--- config.mk ---
export PLATFORM = sky130hd
export DESIGN_NAME = iir_filter_param
export DESIGN_NICKNAME = d
export VERILOG_FILES = /design/src/rtl/iir_filter_param.sv
export SDC_FILE = /design/constraint.sdc
export NUM_CORES = 1
export LEC_CHECK = 0
export CAP_MARGIN = 40
export CORE_UTILIZATION = 30
export CTS_CLUSTER_DIAMETER = 200
export DETAILED_ROUTE_END_ITERATION = 8
export SYNTH_ARGS = -nofsm -noshare
export SYNTH_HDL_FRONTEND = slang
export SYNTH_SLANG_ARGS = --single-unit
export TNS_END_PERCENT = 20
--- constraint.sdc ---
create_clock -name clk -period 11.6 [get_ports clk]
set_input_delay 2.32 -clock clk [delete_from_list [all_inputs] [get_ports clk]]
set_output_delay 2.32 -clock clk [all_outputs]
set_load 0.01 [all_outputs]
--- src/rtl/iir_filter_param.sv ---
// Time-multiplexed direct-form-I IIR filter: a single multiply-accumulate evaluates
// 2N+1 products per input sample, then saturates the result and feeds it back.
module iir_filter_param #(
  parameter int WORD_IN   = 8,
  parameter int WORD_OUT  = 2*WORD_IN+2,
  parameter int COEF_W    = 8,
  parameter int COEF_FRAC = 6,
  parameter int ORDER     = 8,
  localparam int ADDR_W   = $clog2(ORDER+1)
) (
  input  logic                       clk,
  input  logic                       rst_n,
  input  logic signed [WORD_IN-1:0]  data_in,
  input  logic                       in_valid,
  output logic                       in_ready,
  output logic signed [WORD_OUT-1:0] data_out,
  output logic                       out_valid,
  output logic                       overflow,
  input  logic                       coef_we,
  input  logic                       coef_sel,
  input  logic [ADDR_W-1:0]          coef_addr,
  input  logic signed [COEF_W-1:0]   coef_data,
  input  logic                       clear
);
  localparam int PROD_W = WORD_OUT + COEF_W;
  localparam int CNT_W  = $clog2(2*ORDER+1);
  localparam int ACC_W  = PROD_W + CNT_W;
  localparam logic [CNT_W-1:0] LAST_STEP = CNT_W'(2*ORDER);
  localparam logic signed [ACC_W-1:0] Y_MAX = {{(ACC_W-WORD_OUT+1){1'b0}}, {(WORD_OUT-1){1'b1}}};
  localparam logic signed [ACC_W-1:0] Y_MIN = {{(ACC_W-WORD_OUT+1){1'b1}}, {(WORD_OUT-1){1'b0}}};

  typedef enum logic [1:0] {IDLE, MAC, DONE} state_t;
  state_t state, state_next;

  logic signed [WORD_IN-1:0]  x_line [0:ORDER];
  logic signed [WORD_OUT-1:0] y_line [1:ORDER];
  logic signed [COEF_W-1:0]   b_coef [0:ORDER];
  logic signed [COEF_W-1:0]   a_coef [1:ORDER];
  logic [CNT_W-1:0]           step;
  logic signed [ACC_W-1:0]    acc;

  logic                       accept;
  logic signed [WORD_OUT-1:0] mac_sample;
  logic signed [COEF_W-1:0]   mac_coef;
  logic                       mac_sub;
  logic signed [PROD_W-1:0]   product;
  logic signed [ACC_W-1:0]    mac_term;
  logic signed [ACC_W-1:0]    shifted;
  logic signed [WORD_OUT-1:0] y_sat;
  logic                       y_ovf;

  assign in_ready = (state == IDLE);
  // clear has priority over a sample offered in the same cycle.
  assign accept   = in_ready && in_valid && !clear;

  // NOTE: sequential state uses non-blocking assignments so every register samples
  // the pre-edge values of the others, independent of statement order.
  always_ff @(posedge clk or negedge rst_n) begin
    if (!rst_n) state <= IDLE;
    else        state <= state_next;
  end

  // NOTE: every always_comb output gets a default first, so no path can infer a latch.
  always_comb begin
    state_next = state;
    case (state)
      IDLE:    if (accept) state_next = MAC;
      MAC:     if (step == LAST_STEP) state_next = DONE;
      DONE:    state_next = IDLE;
      default: state_next = IDLE;
    endcase
  end

  // Steps 0..N walk the b taps over x, steps N+1..2N walk the a taps over y.
  always_comb begin
    mac_sample = '0;
    mac_coef   = '0;
    mac_sub    = 1'b0;
    for (int k = 0; k <= ORDER; k++) begin
      if (int'(step) == k) begin
        mac_sample = {{(WORD_OUT-WORD_IN){x_line[k][WORD_IN-1]}}, x_line[k]};
        mac_coef   = b_coef[k];
      end
    end
    for (int k = 1; k <= ORDER; k++) begin
      if (int'(step) == ORDER + k) begin
        mac_sample = y_line[k];
        mac_coef   = a_coef[k];
        mac_sub    = 1'b1;
      end
    end
  end

  assign product  = PROD_W'(mac_sample) * PROD_W'(mac_coef);
  assign mac_term = mac_sub ? -ACC_W'(product) : ACC_W'(product);
  assign shifted  = acc >>> COEF_FRAC;

  always_comb begin
    y_sat = shifted[WORD_OUT-1:0];
    y_ovf = 1'b0;
    if (shifted > Y_MAX) begin
      y_sat = {1'b0, {(WORD_OUT-1){1'b1}}};
      y_ovf = 1'b1;
    end else if (shifted < Y_MIN) begin
      y_sat = {1'b1, {(WORD_OUT-1){1'b0}}};
      y_ovf = 1'b1;
    end
  end

  // NOTE: the delay lines and coefficient banks are small register arrays and are
  // reset explicitly; a block RAM would not allow this and would need a clear walk.
  always_ff @(posedge clk or negedge rst_n) begin
    if (!rst_n) begin
      for (int k = 0; k <= ORDER; k++) begin
        x_line[k] <= '0;
        b_coef[k] <= '0;
      end
      for (int k = 1; k <= ORDER; k++) begin
        y_line[k] <= '0;
        a_coef[k] <= '0;
      end
      step      <= '0;
      acc       <= '0;
      data_out  <= '0;
      overflow  <= 1'b0;
      out_valid <= 1'b0;
    end else begin
      out_valid <= 1'b0;
      case (state)
        IDLE: begin
          if (coef_we) begin
            for (int k = 0; k <= ORDER; k++)
              if (!coef_sel && coef_addr == ADDR_W'(k)) b_coef[k] <= coef_data;
            for (int k = 1; k <= ORDER; k++)
              if (coef_sel && coef_addr == ADDR_W'(k)) a_coef[k] <= coef_data;
          end
          if (clear) begin
            for (int k = 0; k <= ORDER; k++) x_line[k] <= '0;
            for (int k = 1; k <= ORDER; k++) y_line[k] <= '0;
          end else if (in_valid) begin
            for (int k = 1; k <= ORDER; k++) x_line[k] <= x_line[k-1];
            x_line[0] <= data_in;
            acc       <= '0;
            step      <= '0;
          end
        end
        MAC: begin
          acc  <= acc + mac_term;
          step <= step + CNT_W'(1);
        end
        DONE: begin
          data_out  <= y_sat;
          overflow  <= y_ovf;
          out_valid <= 1'b1;
          for (int k = 2; k <= ORDER; k++) y_line[k] <= y_line[k-1];
          y_line[1] <= y_sat;
        end
        default: ;
      endcase
    end
  end
endmodule

# ---- Yosys cells after proc, flatten, opt, wreduce, memory -nomap -nowiden
# Cells that the tools add are included.
dict set report op_classes {
  n_addsub 3
  n_mul 1
  magnitude_cmp 2
  n_eq_ne 32
  mux 61
  reduce_logical 48
}
# op n
set ops {}
lappend ops {{18-bit two-way mux} 19}
lappend ops {{144-bit case mux with 2 select lines} 1}
lappend ops {{144-bit two-way mux} 1}
lappend ops {{72-bit two-way mux} 2}
lappend ops {{8-bit two-way mux} 17}
lappend ops {{31-bit two-way mux} 3}
lappend ops {{31-bit case mux with 2 select lines} 1}
lappend ops {{3-bit AND reduction} 18}
lappend ops {{5-bit equality test, second input constant} 10}
lappend ops {{31-bit adder} 1}
lappend ops {{26-bit negator with 31-bit output} 1}
lappend ops {{18-bit by 8-bit multiplier with 26-bit output} 1}
lappend ops {{25-bit by 18-bit greater-than comparator with 1-bit output, second input constant} 1}
lappend ops {{25-bit by 18-bit < comparator with 1-bit output, second input constant} 1}
lappend ops {{5-bit by 4-bit equality test with 1-bit output, second input constant} 4}
lappend ops {{1-bit logical AND} 19}
lappend ops {{4-bit by 3-bit equality test with 1-bit output, second input constant} 4}
lappend ops {{1-bit two-way mux} 11}
lappend ops {{5-bit by 3-bit equality test with 1-bit output, second input constant} 2}
lappend ops {{5-bit two-way mux} 2}
lappend ops {{5-bit case mux with 2 select lines} 1}
lappend ops {{4-bit by 2-bit equality test with 1-bit output, second input constant} 2}
lappend ops {{2-bit inequality test, second input constant} 3}
lappend ops {{2-bit AND reduction} 3}
lappend ops {{other kinds (14)} 19}
dict set report word_totals {
  register_bits 410
  in_bits 26
  wordCells 187
}

# ---- Longest topological paths before layout
# Gate-level depths: netlist of run 1.
dict set report logic_depth {
  depth_word 23
  mapped_depth 47
  depth_no_buf 43
}

# ---- Least setup slack after synthesis of run 1
# No wires, ideal clock.
dict set report synth_path {
  path_type {register to register}
  from {register step[0]}
  to {register acc[30]}
  arrival_ps 9522
  t_required_ps 11476
  path_slack_ps 1954
  path_stages_with_launch 45
  n_path_buf 3
  path_cell_list {dfrtp_1 inv_1 ha_1 nor4b_1 and2_1 buf_2 a221oi_1 nor3_1 a221oi_1 a211oi_1 a21oi_1 a21oi_1 a211oi_1 o21ai_1 clkbuf_1 nand2_1 fa_1 inv_1 [9 not listed] or2_1 buf_6 a21oi_1 xor2_1 and3_1 nor2_1 xnor2_1 ha_1 and4_1 nand2_1 o31ai_1 o211ai_1 o21ai_0 o211ai_1 a21oi_1 nand3_1 and4b_1 a211o_1}
}
dict set report synth_between {
  elab_chain_cells 23
  word_cells_on_any_way 64
}
# item line_no
set synth_rtl {}
lappend synth_rtl {{start, declared} 39} ;# logic [CNT_W-1:0] step;
lappend synth_rtl {{start signal, assigned} 149} ;# step <= step + CNT_W'(1);
lappend synth_rtl {{5-bit zero test} 80} ;# if (int'(step) == k) begin
lappend synth_rtl {{18-bit two-way mux / 8-bit two-way mux (equally long branches) (9 in a row)} 80}
lappend synth_rtl {{18-bit two-way mux / 8-bit two-way mux (equally long branches) (8 in a row)} 86} ;# if (int'(step) == ORDER + k) begin
lappend synth_rtl {{18-bit by 8-bit multiplier with 26-bit output} 94} ;# assign product = PROD_W'(mac_sample) * PROD_W'(mac_coef);
lappend synth_rtl {{26-bit negator with 31-bit output} 95} ;# assign mac_term = mac_sub ? -ACC_W'(product) : ACC_W'(product);
lappend synth_rtl {{31-bit two-way mux *} 95}
lappend synth_rtl {{31-bit adder *} 148} ;# acc <= acc + mac_term;
lappend synth_rtl {{31-bit case mux with 2 select lines *} 129} ;# case (state)
lappend synth_rtl {{end signal, assigned} 148}
lappend synth_rtl {{end, declared} 40} ;# logic signed [ACC_W-1:0] acc;
# Mark *: on every way between the ends. The rest lies on a longest branch, timed or not.
# A chain may end at the register's enable or synchronous reset.

# ---- Worst setup path after layout of run 1
dict set report layout_path {
  from {register step[1]}
  to {register acc[30]}
}
# The elaborated chain is that of the path after synthesis.

==> results of run 1 <==
==> metal layers <==
metal	part of all wire [%]	up-vias	GRT usage, %
met5	0	-	0
met4	2.1	0	4.52
met3	4.3	64	1.47
met2	46	480	26.8
met1	48	9977	24.3
li1	-	8918	-
==> final timing paths <==
| path | end | slack [ns] | start | cells after the start |
|---|---|---|---|---|
| max | acc[30] | 0.77 | step[1] | 41 |
| min | data_out[9] | 0.48 | data_out[9] | 2 |
| max reg2reg | acc[30] | 0.77 | step[1] | 41 |
| min reg2reg | data_out[9] | 0.48 | data_out[9] | 2 |
| min in group asynchronous | x_line[70] | 1.77 | rst_n | 1 |
| max in group asynchronous | acc[17] | 7.84 | rst_n | 3 |
==> synth_stat cells (all sizes together) (4+ instances only) <==
library cell,number
a311oi,15
xor2,34
a211oi,14
a32oi,5
dfrtp,410
nand3,26
mux2,136
a221oi,24
nor2,199
o21bai,5
or2,10
or3,18
mux2i,4
nor3b,5
xnor2,43
o22ai,10
o221ai,16
and2,13
a22o,201
a21oi,107
a2111oi,5
a221o,20
buf,22
o21a,5
or4,7
clkbuf,120
nor2b,37
nand2,190
o31ai,5
o311ai,7
nand4,4
and3,21
nor3,25
a21o,27
o211ai,24
a22oi,10
nor4b,4
a31oi,21
nand2b,39
inv,186
fa,117
a31o,9
o21ai,163
ha,84
==> cell families after synthesis <==
| logic type | after synthesis | share of synthesized area, % |
|---|---|---|
| buf+inv | 328 | 5.01 |
| flops | 410 | 40.6 |
| xor+xnor | 77 | 2.70 |
| simple gates | 611 | 11.3 |
| mux | 140 | 6.23 |
| fa+ha+maj | 201 | 13.4 |
| compound gates | 721 | 20.6 |
==> worst max-delay path, delay by kind of cell, from the launching register on <==
kind	cells	cell delay [ns]
AO/OA/AOI/OAI	17	4.09
flip-flops	1	0.42
buffers and inverters	5	0.76
adder cells (fa/ha/maj)	7	3.20
AND/OR/NAND/NOR	10	1.64
XOR/XNOR	2	0.58
==> cell type report <==
class	count	area (um2)	share of cell area, %
timing repair buffer	116	1060	3.69
sequential	410	10300	35.8
multi-input combinational	1750	13800	48.2
clock inverter	16	277	0.966
tap	1080	1350	4.72
clock buffer	61	1190	4.17
inverter	186	701	2.45
==> flip-flops by register name, summed over array words and instances (netlist names) <==
register	flops
a_coef	64
acc	31
b_coef	72
data_out	18
out_valid	1
overflow	1
state	2
step	5
x_line	72
y_line	144
==> per-stage QoR <==
stage / TNS (ns) / area (um2) / hold slack, ns / cells / setup WS (ns)
after detailed placement: 0 / 27100 / 0.470 / 3542 / 0.420
after floorplan: 0 / 25200 / 0.450 / 2488 / 1.95
final: 0 / 28600 / 0.483 / 3619 / 0.773
after global routing: -0.146 / 28600 / 0.510 / 3619 / -0.0767
after CTS: 0 / 28600 / 0.484 / 3619 / 0.300
after global placement: 0 / 27000 / 0.468 / 3536 / 0.690
==> results.md, run 1 <==
- For this run, design rule violations remaining after detail routing come to 0.
- After filler insertion, the fill cell instance count of the layout stands at 8336.
- The via count of the first global-routing pass is 19500.
- 47 I/O pins were placed.
- Sorting the synthesized cells by area gives the leading types as dfrtp_1 (41%), fa_1 (9.3%), a22o_1 (7.0%), mux2_2 (6.1%), ha_1 (4.2%).
- The layout overhead on the synthesized area is 13.4%.
- Dividing the detail-routed wire length by the instance count gives 19.7 um.
- The kind of capture point of the worst setup path is a register.
- The core region is 83400 um2.
- The number of flip-flops and latches in the synthesized netlist is 410.
- The insertion delay of the later-clocked pin in the worst-skew pair is 0.61 ns.
- The critical path's slowest cell is fa_1.
- The flow ran to the end, and the final reports show no timing, DRC or antenna violations.
- The number of different library cells used by synthesis comes to 81.
- In the synthesized netlist the dominant register cell turns out to be dfrtp_1.
- Measured on the finished design, the core utilization comes to 34.3%.
- The leading cell type in the layout, fill and taps excluded is dfrtp_1.
- The tightest slew margin relative to the limit is 33.3%.
- In this design, the stage delay of the slowest critical-path cell is 0.56 ns.
- The last weighted congestion value of the routability-driven placer is 0.854.
- TritonCTS created 43 clock buffers.
- The worst-case clock skew is 0.0401 ns.
- Max-cap violations in this run came to 0.
- The cell accounting for the most synthesized area is dfrtp_1.
- In this run, post-CTS repair resized a total of 0 instances.
- The clock tree root buffer cell is clkbuf_16.
- The category of the worst setup path launch point is a register.
- The count of mapped cells out of synthesis is 2488.
- The clock-pin slew of the registers on the worst-case setup and hold paths is 0.06 ns.
- The post-route netlist has 12.5% of its cells at a drive strength greater than 1.
- The TritonCTS clock tree is built.
- The worst setup path is of the register to register kind.
- The number of antenna violations at the first check in global routing is 2.
- Of the synthesized area, sequential elements account for 40.6%.
- The number of buffers inserted to repair setup after CTS is 0.
- Summing every instance area after synthesis gives 25200 um2.
- For this design, the sink count on the clock tree is 410.
- For the pin with the worst max-slew slack, the measured transition is 1.00 ns.
- The number of enable flip-flop cells after synthesis is 0.
- The type of the tightest min-delay check is register to register.
- The post-route clock period utilization is 93.3%.
- The number of rows in the core area is 106.
- The number of endpoints failing setup at the final stage is 0.
- For the worst setup path, the data required time is 12.06 ns.
- The count of warnings emitted by yosys is 0.
- The die covers 85300 um2.
- The routed wire length is 71200 um.
- In this design, the critical path's most frequently occurring cell is a21oi_1.
- The share of flip-flops with an asynchronous set or reset is 100%.
- After legalization and detailed placement, the total HPWL measured 49800 um.
- The maximum number of pins on one net before global-route repair is 168.
- The detailed router finished its first iteration with 1385 violations.
- The fmax is 92.4 MHz.
- The number of antenna diodes in the final layout is 0.
- Of all nets on the critical path, the largest fanout is 15.
- The overall routing resource usage is 16.8%.
- The overall via count from detail_route is 19400.
- The number of max-slew violations in the final report was 0.
- The time the worst path needs with I/O delays and setup is 10.83 ns.
- The first-pass GRT wire length is 115000 um.
- The initial core utilization is 30.3%.
- The remaining number of nets flagged by the antenna check after routing is 0.
- In the layout the commonest cells are dfrtp_1 (410), a22o_1 (201), nor2_1 (196), nand2_1 (190), inv_1 (185).
- After synthesis, the largest area contributor takes up 40.6% of total cell area.
- The average size of a mapped cell is 10.1 um2.
- The total overflow left after global routing is 0.
- The final hold violation count came to 0.
- After the last flow step, the layout net total stands at 2734.
- The number of buffers added on ports is 46.
- The first TritonRoute pass finished after 5 iterations.
- The longest clock path from root to sink contains 3 buffers.
- After detailed routing, the number of vias per cell comes to 5.37.
- The die outline width is 292 um.
- The data arrival time at the worst-slack endpoint is 11.29 ns.
- Counting every net in the synthesized netlist gives 2715.
- Buffers inserted to repair hold after CTS numbered 0.
- The H-tree depth reported by CTS is 2.
- The die extent in y is 292 um.
Power of run 1 is left out: the tool's default activity adds up to more than one toggle a clock period on the data nets, which glitch-free logic cannot reach.
==> run 2: changes to the inputs <==
CAP_MARGIN = 30   (was 40)
CTS_BUF_LIST = sky130_fd_sc_hd__clkbuf_4   (was default)
GPL_ROUTABILITY_DRIVEN = 0   (was default)
==> run 2 against run 1 <==
  * Via count increased by 1.8%
  * Critical path depth did not move
  * Wire length is 1.1% higher
  * Flip-flop and latch count unchanged
  * Highest routed layer unchanged
  * Count of clock-buffer cells in the layout increased by 83
  * First-iteration DRC count down 3.9%
  * Global-route usage grew 0.19 points
  * Sequential share of layout area up 0.29 points
  * Clock skew increased by 0.046 ns
  * Setup slack better by 0.013 ns
  * Hold slack improved by 0.0017 ns
==> results.md, run 2 (same netlist as run 1, synthesis figures left out) <==
- The run finished with clean final reports.
- TritonCTS built the clock tree.
- Leaving out fill and tap cells, the most frequent cell in the layout is dfrtp_1.
- The number of iterations in the first detailed-routing pass is 7 (+2).
- The post-route worst hold slack came to 0.484 ns (+0.00169 ns).
- The first-pass GRT wire length was 116000 um (+0.78%).
- By instance count, the cell type seen most on the critical path is a21oi_1.
- The area of the die is 85300 um2 (unchanged).
- The number of buffers added to fix hold violations after cts is 0 (unchanged).
- The routed wire length is 71900 um (+1.1%).
- The initial core utilization is 30.3% (unchanged).
- The fmax is 92.5 MHz (+0.12%).
- The met1 routed wirelength after detailed routing is 33600 um (-1.1%).
- The data required time of the worst path is 12.32 ns (+0.26 ns).
- The flip-flop count of the largest register after layout is 144 (unchanged).
- The time the worst path needs with I/O delays and setup is 10.81 ns (-0.0130 ns).
- The placeable core area is 83400 um2 (unchanged).
- The tightest slew margin relative to the limit is 31.1% (-2.2 points).
- The final routed DRC violation total was 0 (unchanged).
- The net count of the finished layout is 2792 (+2.1%).
- The number of max-slew violations in the final report is 0 (unchanged).
- The clock tree root buffer cell is clkbuf_4.
- The slowest stage of the critical path belongs to the cell fa_1.
- The number of cells on the worst reg-to-reg path is 41 (unchanged).
- The type of the tightest min-delay check is register to register.
- The met2 wire length came to 33100 um (+1.5%).
- The count of buffering cells on the critical path with inverters included is 5 (unchanged).
- The total met3 wirelength after detailed routing is 3510 um (+15%).
- The endpoint identified for the worst register-to-register timing path is acc[30].
- STA classifies the critical path endpoint as a register.
- The data arrival time at the worst-slack endpoint is 11.53 ns (+0.24 ns).
- The number of antenna violations at the first check in global routing is 2 (unchanged).
- The start point of the worst hold path is data_out[9].
- The maximum single-stage delay on the critical path is 0.56 ns (about the same).
- The total CTS buffers was 104 (+140%).
- The die outline width is 292 um (unchanged).
- The number of DRC violations after detailed-routing iteration 0 is 1331 (-3.9%).
- The highest metal layer carrying signal wires in the routed design is met4.
- The overall via count from detail_route is 19800 (+1.8%).
- The critical path is of the register to register type.
- The final sum of negative setup slack is 0 ns (unchanged).
- The number of buffers inserted to repair setup after CTS was 0 (unchanged).
- The clock net sink count is 410 (unchanged).
- STA classifies the critical path startpoint as a register.
- The post-cts gate resize count is 0 (unchanged).
- The total I/O pin count is 47 (unchanged).
- The via count of the first global-routing pass came to 20100 (+3.3%).
- The library cells used most frequently in the layout, excluding fill and tap cells, are dfrtp_1 (410), a22o_1 (201), nor2_1 (196), nand2_1 (190), inv_1 (185).
- The insertion delay of the later-clocked pin in the worst-skew pair is 0.91 ns (+0.30 ns).
- The detail-routed via count per cell is 5.32 (-0.92%).
- The count of max-cap constraint violations is 0 (unchanged).
- The die extent in y is 292 um (unchanged).
- The overall routing resource usage is 17.0% (+0.19 points).
- The total half-perimeter wirelength after legalization and detailed placement is 49700 um (-0.25%).
- The worst-case clock skew is 0.0866 ns (+0.0465 ns).
- The final hold violation count came to 0 (unchanged).
- The remaining number of nets flagged by the antenna check after routing is 0 (unchanged).
- The maximum buffer depth of the clock tree is 3 (unchanged).
- The maximum number of pins on one net before global-route repair is 168 (unchanged).
- The post-route clock period utilization was 93.2% (-0.11 points).
- The register-to-register setup slack is 0.79 ns (about the same).
- The remaining global-route overflow came to 0 (unchanged).
- Setup repair after global routing left no endpoint under its margin.
- The clock-pin slew of the registers on the worst-case setup and hold paths was 0.07 ns (about the same).
- The largest registers in the layout are y_line: 144 flops, b_coef: 72 flops, x_line: 72 flops.
- The mean routed wirelength per cell is 19.3 um (-1.6%).
- In this run the critical register-to-register path is launched from step[1].
- The number of rows in the core area came to 106 (unchanged).
- The top fanout value on the critical path came to 15 (unchanged).
- The ratio of cells with drive above 1 in the final layout is 15.5% (+3.0 points).
- The worst hold path cell count is 2 (unchanged).
- The top register by number of flip-flops is y_line.
- The slew of the pin with the lowest slew margin is 1.03 ns (+0.0330 ns).
- The H-tree depth reported by CTS was 3 (+1).
- The layout overhead on the synthesized area is 12.5%.
- The dominant delay contributor by cell family on the critical path is compound AO/OA/AOI/OAI gates.
- The number of endpoints failing setup at the final stage was 0 (unchanged).
- The worst hold path endpoint is data_out[9].
- The number of buffers added on ports came to 46 (unchanged).
==> run 2: cell types whose count changed in the layout (fill, tap and decap cells not counted), moves of 5 or more <==
cell       previous run  this run
clkbuf_4              0       144
clkbuf_16            43         0
clkinv_1              0        23
clkbuf_1             13         0
bufinv_16             5         0
clkbuf_8              5         0
==> run 2: worst max-delay path by stage <==
| stage | start | endpoint | slack [ns] | depth (start not counted) |
|---|---|---|---|---|
| after floorplan | step[0] | acc[30] | 1.95 | 44 |
| after global placement | step[1] | acc[30] | 0.69 | 41 |
| after detailed placement | step[0] | acc[30] | 0.35 | 41 |
| after CTS | step[0] | acc[30] | 0.21 | 41 |
| after global routing | step[0] | acc[30] | 0.01 | 40 |
| final | step[1] | acc[30] | 0.79 | 41 |
==> run 2: metrics by stage <==
step | std cells | util (%) | cell area [um2] | setup WS, ns
finish | 3717 | 34.0 | 28400 | 0.786
global route | 3717 | 34.0 | 28400 | 0.00968
CTS | 3716 | 34.0 | 28400 | 0.214
detailed placement | 3539 | 32.5 | 27100 | 0.354
global placement | 3536 | 32.4 | 27000 | 0.690
floorplan | 2488 | - | 25200 | 1.95
==> run 2: tightest hold or removal path, cell delays in order, from the launching register on <==
cell     delay [ns]
dfrtp_1        0.35
nand2_1        0.05
o21ai_0        0.06
==> run 2: layout make-up <==
type,instances,area [um2]
inverter,186,701
timing repair buffer,113,1010
antenna,1,2.50
multi-input combinational,1750,13800
tap,1080,1350
fill,8409,55000
clock buffer,144,1080
clock inverter,33,180
sequential,410,10300
==> run 2: per-layer routing <==
| layer | vias up | global-route usage [%] |
|---|---|---|
| li1 | 9087 | - |
| met1 | 10000 | 23.8 |
| met2 | 555 | 26.9 |
| met3 | 99 | 2.21 |
| met4 | 0 | 5.80 |
| met5 | - | 0 |
Power of run 2 is left out for the same reason.
==> run 3: changes to the inputs <==
CTS_BUF_LIST = sky130_fd_sc_hd__clkbuf_8   (was sky130_fd_sc_hd__clkbuf_4)
==> run 3 against run 2 <==
  * Setup slack improved by 0.035 ns
  * Global-route usage barely moved
  * Hold slack improved by 0.0022 ns
  * Flip-flop and latch count did not move
  * First-iteration DRC count rose by 1.5%
  * Count of clock-buffer cells in the layout fell by 57
  * Utilization rose by 0.30 points
  * Register-to-register slack improved by 0.03 ns
  * Critical path type unchanged
  * Critical endpoint unchanged
==> results.md, run 3 (same netlist as run 1, synthesis figures left out) <==
- The number of buffers inserted to repair setup after CTS is 0 (unchanged).
- The flow ran to the end, and the final reports show no timing, DRC or antenna violations.
- Counting flops per register, the top entry is y_line.
- The routed wire length came to 72000 um (about the same).
- The register-to-register setup slack came to 0.82 ns (+0.03 ns).
- The detail-routed via count per cell came to 5.32 (about the same).
- The count of max-cap constraint violations is 0 (unchanged).
- The number of cells on the worst reg-to-reg path is 42 (+2.4%).
- The top cell types in the final layout, fill and taps aside, are dfrtp_1 (410), inv_1 (213), a22o_1 (201), nor2_1 (196), nand2_1 (190).
- The number of endpoints failing setup at the final stage is 0 (unchanged).
- The overall routing resource usage is 17.0% (+0.028 points).
- The top fanout value on the critical path came to 17 (+2).
- The clock-pin slew of the registers on the worst-case setup and hold paths came to 0.06 ns (about the same).
- The post-cts gate resize count is 0 (unchanged).
- The critical path's slowest cell is nor2_1.
- The remaining global-route overflow came to 0 (unchanged).
- By startpoint and endpoint, the worst setup path is classified as register to register.
- The layout overhead on the synthesized area is 13.5%.
- The fmax is 92.8 MHz (+0.32%).
- The combined area of the multi-input logic cells was 13800 um2 (unchanged).
- The count of fill cells added during filler insertion was 8354 (-0.65%).
- The net count of the finished layout is 2759 (-1.2%).
- The overall via count from detail_route is 19500 (-1.3%).
- The clock net sink count is 410 (unchanged).
- The data arrival time at the worst-slack endpoint is 11.30 ns (-0.23 ns).
- The maximum single-stage delay on the critical path is 0.68 ns (+0.12 ns).
- The time the worst path needs with I/O delays and setup was 10.78 ns (-0.0350 ns).
- The remaining number of nets flagged by the antenna check after routing is 0 (unchanged).
- The total CTS buffers is 70 (-33%).
- The number of rows in the core area was 106 (unchanged).
- The mean routed wirelength per cell was 19.6 um (+1.4%).
- The min-delay analysis places its worst path in the category register to register.
- The worst hold path cell count is 2 (unchanged).
- The number of iterations in the first detailed-routing pass came to 5 (-2).
- The instance area at placement is 27100 um2 (unchanged).
- The area of the die came to 85300 um2 (unchanged).
- The die extent in y was 292 um (unchanged).
- The final routed DRC violation total came to 0 (unchanged).
- The number of buffers added to fix hold violations after cts is 0 (unchanged).
- Leaving out fill and tap cells, the most frequent cell in the layout is dfrtp_1.
- The placeable core area is 83400 um2 (unchanged).
- The number of max-slew violations in the final report came to 0 (unchanged).
- The initial core utilization came to 30.3% (unchanged).
- The clock tree root buffer cell is clkbuf_8.
- The tightest slew margin relative to the limit is 30.7% (-0.35 points).
- The number of antenna violations at the first check in global routing was 2 (unchanged).
- The category of the worst setup path launch point is a register.
- The ratio of cells with drive above 1 in the final layout came to 13.7% (-1.8 points).
- The H-tree depth reported by CTS is 3 (unchanged).
- The insertion delay of the later-clocked pin in the worst-skew pair is 0.69 ns (-0.22 ns).
- The maximum number of pins on one net before global-route repair was 168 (unchanged).
- The slew of the pin with the lowest slew margin is 1.04 ns (+0.00141 ns).
- The maximum buffer depth of the clock tree is 3 (unchanged).
- The via count of the first global-routing pass came to 19900 (-1.3%).
- The final hold violation count was 0 (unchanged).
- The flip-flop count of the largest register after layout is 144 (unchanged).
- The post-route clock period utilization is 92.9% (-0.30 points).
- The total half-perimeter wirelength after legalization and detailed placement came to 49700 um (unchanged).
- The die outline width came to 292 um (unchanged).
- The total I/O pin count came to 47 (unchanged).
- The worst-case clock skew was 0.0467 ns (-0.0399 ns).
- The number of DRC violations after detailed-routing iteration 0 is 1351 (+1.5%).
- The largest registers in the layout are y_line: 144 flops, b_coef: 72 flops, x_line: 72 flops.
- The number of buffers added on ports is 46 (unchanged).
- TritonCTS built the clock tree.
- The first-pass GRT wire length is 116000 um (+0.11%).
- The data required time of the worst path was 12.13 ns (-0.19 ns).
- The flip-flop and latch area is 10300 um2 (unchanged).
- The finished layout cell area came to 28600 um2 (+0.88%).
- The most frequent cell on the critical path is a21oi_1.
- The worst setup path is captured at a register.
-- run 3: cell count changes in the layout (fill, tap and decap cells not counted), sizes merged --
cell | before | now
clkbuf | 144 | 87
inv | 191 | 218
clkinv | 28 | 7
bufinv | 0 | 2
buf | 68 | 69
-- run 3: metal layers --
| layer | vias to the layer above | GRT usage [%] | wire [um] | part of all wire [%] |
|---|---|---|---|---|
| met5 | - | 0 | 0 | 0 |
| met4 | 0 | 5.71 | 1850 | 2.6 |
| li1 | 8981 | - | - | - |
| met3 | 99 | 1.86 | 3170 | 4.4 |
| met2 | 487 | 26.9 | 33000 | 46 |
| met1 | 9957 | 24.2 | 33900 | 47 |
-- run 3: path summary, 6_finish.rpt --
kind	start	to
hold / removal	y_line[6]	y_line[6]
setup / recovery	step[0]	acc[30]
setup reg to reg	step[0]	acc[30]
min in group asynchronous	rst_n	x_line[70]
hold reg to reg	y_line[6]	y_line[6]
max in group asynchronous	rst_n	acc[26]
-- run 3: per-stage QoR --
| stage | utilization (%) | instances | setup slack, ns | setup TNS, ns | hold WS [ns] |
|---|---|---|---|---|---|
| 6_report | 34.3 | 3669 | 0.821 | 0 | 0.486 |
| 5_1_grt | 34.3 | 3669 | -0.0114 | -0.0114 | 0.511 |
| 4_1_cts | 34.3 | 3667 | 0.250 | 0 | 0.489 |
| 3_5_place_dp | 32.5 | 3539 | 0.354 | 0 | 0.474 |
| 3_3_place_gp | 32.4 | 3536 | 0.690 | 0 | 0.468 |
| 2_1_floorplan | - | 2488 | 1.95 | 0 | 0.450 |
-- run 3: critical path, delay by kind of cell (launching register included) --
kind                     cells  cell delay, ns
AO/OA/AOI/OAI               20            4.07
XOR/XNOR                     2            0.49
adder cells (fa/ha/maj)      8            2.82
buffers and inverters        5            0.70
flip-flops                   1            0.43
AND/OR/NAND/NOR              7            2.10
-- run 3: final cells by class --
| class | count | share of cell area [%] |
|---|---|---|
| Timing Repair Buffer | 114 | 3.63 |
| Clock inverter | 41 | 1.00 |
| Tap cell | 1080 | 4.72 |
| Clock buffer | 87 | 4.18 |
| Antenna cell | 1 | 0.00874 |
| Multi-Input combinational cell | 1750 | 48.2 |
| Sequential cell | 410 | 35.8 |
| Inverter | 186 | 2.45 |
Power of run 3 is left out for the same reason.
